`config.mk`:
```
export PLATFORM = sky130hd
export DESIGN_NAME = pc_unit
export DESIGN_NICKNAME = d
export VERILOG_FILES = /design/src/rtl/pc_unit.sv
export SDC_FILE = /design/constraint.sdc
export NUM_CORES = 1
export LEC_CHECK = 0
export CORE_MARGIN = 2
export CORE_UTILIZATION = 52
export CTS_BUF_LIST = sky130_fd_sc_hd__clkbuf_2
export DETAILED_ROUTE_END_ITERATION = 8
export GPL_TIMING_DRIVEN = 0
export MAX_ROUTING_LAYER = met4
export PLACE_DENSITY = 0.88
export SKIP_CTS_REPAIR_TIMING = 1
export SLEW_MARGIN = 20
export SYNTH_ARGS = -nofsm -noshare
export SYNTH_HDL_FRONTEND = slang
export SYNTH_SLANG_ARGS = --single-unit
```
`constraint.sdc`:
```
create_clock -name clk -period 5.7 [get_ports clk]
set_input_delay 1.14 -clock clk [delete_from_list [all_inputs] [get_ports clk]]
set_output_delay 1.14 -clock clk [all_outputs]
set_load 0.01 [all_outputs]
```
`src/rtl/pc_unit.sv`:
```
// Program counter: sequential fetch, prioritised jump/branch redirects, and
// one pending redirect held across stalls.
module pc_unit #(
  parameter int unsigned      WIDTH        = 32,
  parameter int unsigned      STEP         = 4,
  parameter logic [WIDTH-1:0] RESET_VECTOR = '0
) (
  input  logic             clk,
  input  logic             rst,
  input  logic             stall,
  input  logic             branch_taken,
  input  logic [WIDTH-1:0] branch_target,
  input  logic             jump,
  input  logic [WIDTH-1:0] jump_target,
  output logic [WIDTH-1:0] pc,
  output logic [WIDTH-1:0] pc_next_seq,
  output logic             pc_valid,
  output logic             redirect,
  output logic             misalign_err,
  output logic             wrap
);

  typedef enum logic {
    ST_BOOT = 1'b0,
    ST_RUN  = 1'b1
  } state_e;

  localparam logic [WIDTH-1:0] STEP_W     = WIDTH'(STEP);
  localparam logic [WIDTH-1:0] ALIGN_MASK = ~(STEP_W - WIDTH'(1));

  state_e           state_q, state_d;
  logic [WIDTH-1:0] pc_q, pc_d;
  logic             valid_q, valid_d;
  logic             redirect_q, redirect_d;
  logic             misalign_q, misalign_d;
  logic             wrap_q, wrap_d;
  logic             pend_valid_q, pend_valid_d;
  logic             pend_jump_q, pend_jump_d;
  logic [WIDTH-1:0] pend_addr_q, pend_addr_d;
  logic             pend_mis_q, pend_mis_d;

  logic [WIDTH:0]   seq_sum;
  logic             jump_mis;
  logic             branch_mis;

  // Carry out of the WIDTH+1 bit sum marks the wrap to zero.
  assign seq_sum    = {1'b0, pc_q} + {1'b0, STEP_W};
  assign jump_mis   = |(jump_target & ~ALIGN_MASK);
  assign branch_mis = |(branch_target & ~ALIGN_MASK);

  always_ff @(posedge clk or posedge rst) begin
    if (rst) begin
      state_q      <= ST_BOOT;
      pc_q         <= RESET_VECTOR;
      valid_q      <= 1'b0;
      redirect_q   <= 1'b0;
      misalign_q   <= 1'b0;
      wrap_q       <= 1'b0;
      pend_valid_q <= 1'b0;
      pend_jump_q  <= 1'b0;
      pend_addr_q  <= '0;
      pend_mis_q   <= 1'b0;
    end else begin
      state_q      <= state_d;
      pc_q         <= pc_d;
      valid_q      <= valid_d;
      redirect_q   <= redirect_d;
      misalign_q   <= misalign_d;
      wrap_q       <= wrap_d;
      pend_valid_q <= pend_valid_d;
      pend_jump_q  <= pend_jump_d;
      pend_addr_q  <= pend_addr_d;
      pend_mis_q   <= pend_mis_d;
    end
  end

  always_comb begin
    state_d      = state_q;
    pc_d         = pc_q;
    valid_d      = valid_q;
    redirect_d   = 1'b0;
    misalign_d   = 1'b0;
    wrap_d       = 1'b0;
    pend_valid_d = pend_valid_q;
    pend_jump_d  = pend_jump_q;
    pend_addr_d  = pend_addr_q;
    pend_mis_d   = pend_mis_q;

    case (state_q)
      ST_BOOT: begin
        state_d = ST_RUN;
        valid_d = 1'b1;
      end
      ST_RUN: begin
        valid_d = 1'b1;
        if (stall) begin
          // A queued jump can only be displaced by another jump.
          if (jump) begin
            pend_valid_d = 1'b1;
            pend_jump_d  = 1'b1;
            pend_addr_d  = jump_target & ALIGN_MASK;
            pend_mis_d   = jump_mis;
          end else if (branch_taken && !(pend_valid_q && pend_jump_q)) begin
            pend_valid_d = 1'b1;
            pend_jump_d  = 1'b0;
            pend_addr_d  = branch_target & ALIGN_MASK;
            pend_mis_d   = branch_mis;
          end
        end else begin
          pend_valid_d = 1'b0;
          pend_jump_d  = 1'b0;
          if (jump) begin
            pc_d       = jump_target & ALIGN_MASK;
            redirect_d = 1'b1;
            misalign_d = jump_mis;
          end else if (pend_valid_q) begin
            pc_d       = pend_addr_q;
            redirect_d = 1'b1;
            misalign_d = pend_mis_q;
          end else if (branch_taken) begin
            pc_d       = branch_target & ALIGN_MASK;
            redirect_d = 1'b1;
            misalign_d = branch_mis;
          end else begin
            pc_d   = seq_sum[WIDTH-1:0];
            wrap_d = seq_sum[WIDTH];
          end
        end
      end
    endcase
  end

  assign pc           = pc_q;
  assign pc_next_seq  = seq_sum[WIDTH-1:0];
  assign pc_valid     = valid_q;
  assign redirect     = redirect_q;
  assign misalign_err = misalign_q;
  assign wrap         = wrap_q;

endmodule

```
After elaboration in Yosys (flattened, before gate mapping):

Index checks and enable logic that the tools add are counted.

* word-level logic and storage cells: 49
* output and inout bits: 68
* register bits after elaboration: 71
* input port bits: 69

* reduce and logical (&&, ||, !) cells: 9
* equality and inequality tests: 1
* muxes and demuxes: 28
* bitwise gates (word level): 1
* add/subtract/negate cells: 1

Operators by type and width (number)
* $mux W32: 5
* $add A32 B3 Y33 const B: 1
* $mux W1: 23
* $reduce_and A2 Y1: 2
* $reduce_or A2 Y1: 2
* $ne A3 B1 Y1 const B: 1
* $reduce_and A3 Y1: 1
* $logic_and A1 B1 Y1: 2
* $reduce_bool A2 Y1: 1
* $logic_not A1 Y1: 1
* $not A1 Y1: 1

Depth between registers and ports, before layout:

* depth after elaboration: 6
* depth in mapped cells: 7
* gate-level depth less buffers: 6

Worst setup path before layout:

No wires, ideal clock.

* path kind: reg-to-output
* from: register pc_q[9], in the netlist pc[9]
* to: output pc_next_seq[19]
* stages on the path, launching flop included: 6
* arrival time: 1.800 ns
* slack: 2.760 ns
* path through: dfrtp_1 > nand4_4 > or4_1 > buf_2 > o21a_1 > or2_1

* longest elaborated chain between the ends: 1

Ends and longest elaborated chain
* start, declared: line 32 `logic [WIDTH-1:0] pc_q, pc_d;`
* start signal, assigned: line 65 `pc_q <= pc_d;`
* $add A32 B3 Y33: line 47 `assign seq_sum = {1'b0, pc_q} + {1'b0, STEP_W};`
* end, declared: line 16 `output logic [WIDTH-1:0] pc_next_seq,`

Every way passes these cells.

Worst setup path after layout:

* from: register pc_q[5], in the netlist pc[5]
* to: output pc_next_seq[24]

The elaborated chain is that of the path after synthesis.

==> run_results.csv <==
group,metric,value,unit
status,outcome,"finished clean",
yosys,synth_ff_type,"dfrtp_1",
route,dr.pass1.iters,7,
route,totalWireLength,16.0,mm
global_routing,grt_pass1_vias,4890,
worst_setup_path,cp_max_fo,10,
die,core-area,0.00818,mm^2
clocking,clk_latency,0.54,ns
yosys,synth_area_leaders,"dfrtp_1, mux2i_1, nand2_1",
power,leakage,2.44,nW
route,drc,0,
power,peakVddDrop,0.000140,V
yosys,synth_top_area_cell,"dfrtp_1",
worst_setup_path,critical_path_arrival,3.44,ns
global_routing,antenna_found_initial,0,
yosys,synth_edf_count,0,
yosys,yosys-top-cells-count,"nand2_1, dfrtp_1, o21ai_0",
sta,period_share,80.4,%
worst_setup_path,startpoint_type,"flip-flop",
clocking,numCtsBuffers,9,
min_path,hold_class,"reg2reg",
route,avgViaCountPerCell,6.44,
yosys,yosys.cell_types.count,66,
clocking,cts_tree,"done",
clocking,clk_path_buf_depth,2,
route,vias,4962,
sta,fin_skew,0.0266,ns
job,max_cap_violations,0,
die,pin_count,137,
clocking,cts_sinks,67,
yosys,ys_warn_count,0,
yosys,synthArstFlopShare,100,%
sta,fmax,0.218,GHz
die,start_util,53.2,%
finish,fillers,648,
sta,final_max_slew_viol_count,0,
finish,regArea,0.00168,mm^2
worst_setup_path,path_class,"reg2out",
sta,fin_tns_setup,0,ns
global_routing,gr-usage-all-layers,37.0,%
worst_setup_path,ff2ff_setup_slack,3.16,ns
finish,multi_input_area,0.00248,mm^2
yosys,synthCells,514,
placed_design,place.gp.congestion,0.947,
worst_setup_path,worstReg2RegStart,"pc[5]",
route,routedWlPerCell,20.8,um
finish,num-nets-final,730,
sta,hold_violations,0,
power,power,1.49,mW
global_routing,grt_pass1_wl,24.6,mm
yosys,synth_area,0.00435,mm^2
yosys,synth_area_per_cell,8.46,um^2
die,rows,33,
worst_setup_path,crit_start,"pc[5]",
power,p_per_area,252,mW/mm^2
placed_design,io_buffers,131,
finish,final_core_util,72.4,%
sta,finalSetupViolCount,0,
sta,relSlewSlack,38.1,%
yosys,seq_area_frac_synth,38.6,%
die,die_h,95.5,um
die,die_w,95.5,um
worst_setup_path,worstPathRequired,4.56,ns
yosys,ys_ff_latch,67,
clocking,clk_pin_slew,0.22,ns
worst_setup_path,crit_chain,"nand4_2, nor4_2, buf_2, a21boi_0, or2_2, clkdlybuf4s50_1",
clocking,root_buffer,"clkbuf_2",
finish,syn2layout_area_growth,36.0,%
route,first_iter_violations,484,
sta,fin_ws,1.12,ns
sta,whs,0.515,ns
route,ant_nets,0,
clocking,htreeDepth,3,
placed_design,pre_cts_ws,1.81,ns
worst_setup_path,slowest_delay,0.78,ns
global_routing,grt_max_degree,46,
sta,max_slew.worst_pin.slew,0.920,ns
worst_setup_path,end_kind,"output pin",
finish,diodes,0,
sta,period_minus_slack,4.58,ns
global_routing,grt_overflow,0,
yosys,yosysTopAreaCellShare,38.6,%
yosys,yosysMostFrequentCell,"nand2_1",
die,die_area,0.00911,mm^2
min_path,min-delay-start,"pend_addr_q[24]",
sta,grt_setup_unrepaired,"false",
placed_design,dpl.hpwl,11.6,mm
worst_setup_path,crit_slowest_cell,"nor4_2",
finish,final_layout_size_suffix_gt1_share,6.32,%
## cell type report
| type | instances | share of cell area (%) |
|---|---|---|
| clock inverters | 6 | 0.550 |
| flip-flops and latches | 67 | 28.3 |
| multi-input cells | 401 | 41.9 |
| clock buffers | 10 | 0.846 |
| repair buffers | 132 | 22.6 |
| well taps | 105 | 2.22 |
| inverters | 11 | 0.740 |
| plain buffers | 38 | 2.81 |
## path summary, 6_finish.rpt
check | cells past startpoint | endpoint
worst max-delay path | 6 | pc_next_seq[24]
worst min-delay path | 2 | pend_addr_q[24]
worst max register to register | 5 | pc[28]
worst min register to register | 2 | pend_addr_q[24]
max in group asynchronous | 3 | pend_addr_q[12]
min in group asynchronous | 2 | pc[31]
## power breakdown
group / leakage [nW] / switching (mW) / internal, mW / total [mW]
Clock: 0.0528 / 0.185 / 0.0544 / 0.240
Sequential: 0.811 / 0.0922 / 0.556 / 0.648
Combinational: 1.57 / 0.293 / 0.308 / 0.601
Total: 2.44 / 0.571 / 0.918 / 1.49
## per-layer routing
metal	GRT usage [%]	vias to the layer above	part of all wire, %
li1	-	2166	-
met1	44.4	2344	36
met2	59.0	384	48
met3	9.41	68	12
met4	16.2	0	4.3
met5	-	-	0
## placed cells by master (no fill, tap or decap), types with 6 or more instances in the layout
cell type        count
a211oi_1             6
a21boi_0             8
a21oi_1             32
a221o_1              6
a221oi_1            10
and3_1               8
buf_2                6
clkbuf_1            23
clkbuf_2            11
clkdlybuf4s50_1    131
dfrtp_1             67
inv_1                9
mux2i_1             29
nand2_1             73
nand2b_1             6
nand3_1             14
nand4_1              6
nor2_1              29
nor3_1              16
o21ai_0             54
o22ai_1              8
o31ai_1              6
xnor2_1             19
## metrics by stage
| stage | cell area (um^2) | std cells |
|---|---|---|
| global placement | 5800 | 753 |
| CTS | 5920 | 770 |
| finish | 5920 | 770 |
| global route | 5920 | 770 |
| floorplan | 4360 | 517 |
| detailed placement | 5830 | 754 |
## logic make-up after synthesis
group                    share of synthesized area, %
AO/OA/AOI/OAI                                    23.4
XOR/XNOR                                         4.83
adder cells (fa/ha/maj)                         0.288
buffers and inverters                            4.78
flip-flops                                       38.6
multiplexers                                     6.93
other                                           0.173
AND/OR/NAND/NOR                                  21.0
## sequential cells by signal (all words and copies together) (netlist names)
register,count
misalign_err,1
pc,30
pc_valid,1
pend_addr_q,30
pend_jump_q,1
pend_mis_q,1
pend_valid_q,1
redirect,1
wrap,1
## worst max-delay path: cells and delay by family (launching register included)
family / cells / cell delay, ns
and+or+nand+nor: 3 / 1.39
buffers and inverters: 2 / 0.85
DFF: 1 / 0.52
AOI/OAI and AO/OA: 1 / 0.13
No activity file was read; power rests on OpenSTA's default activity.
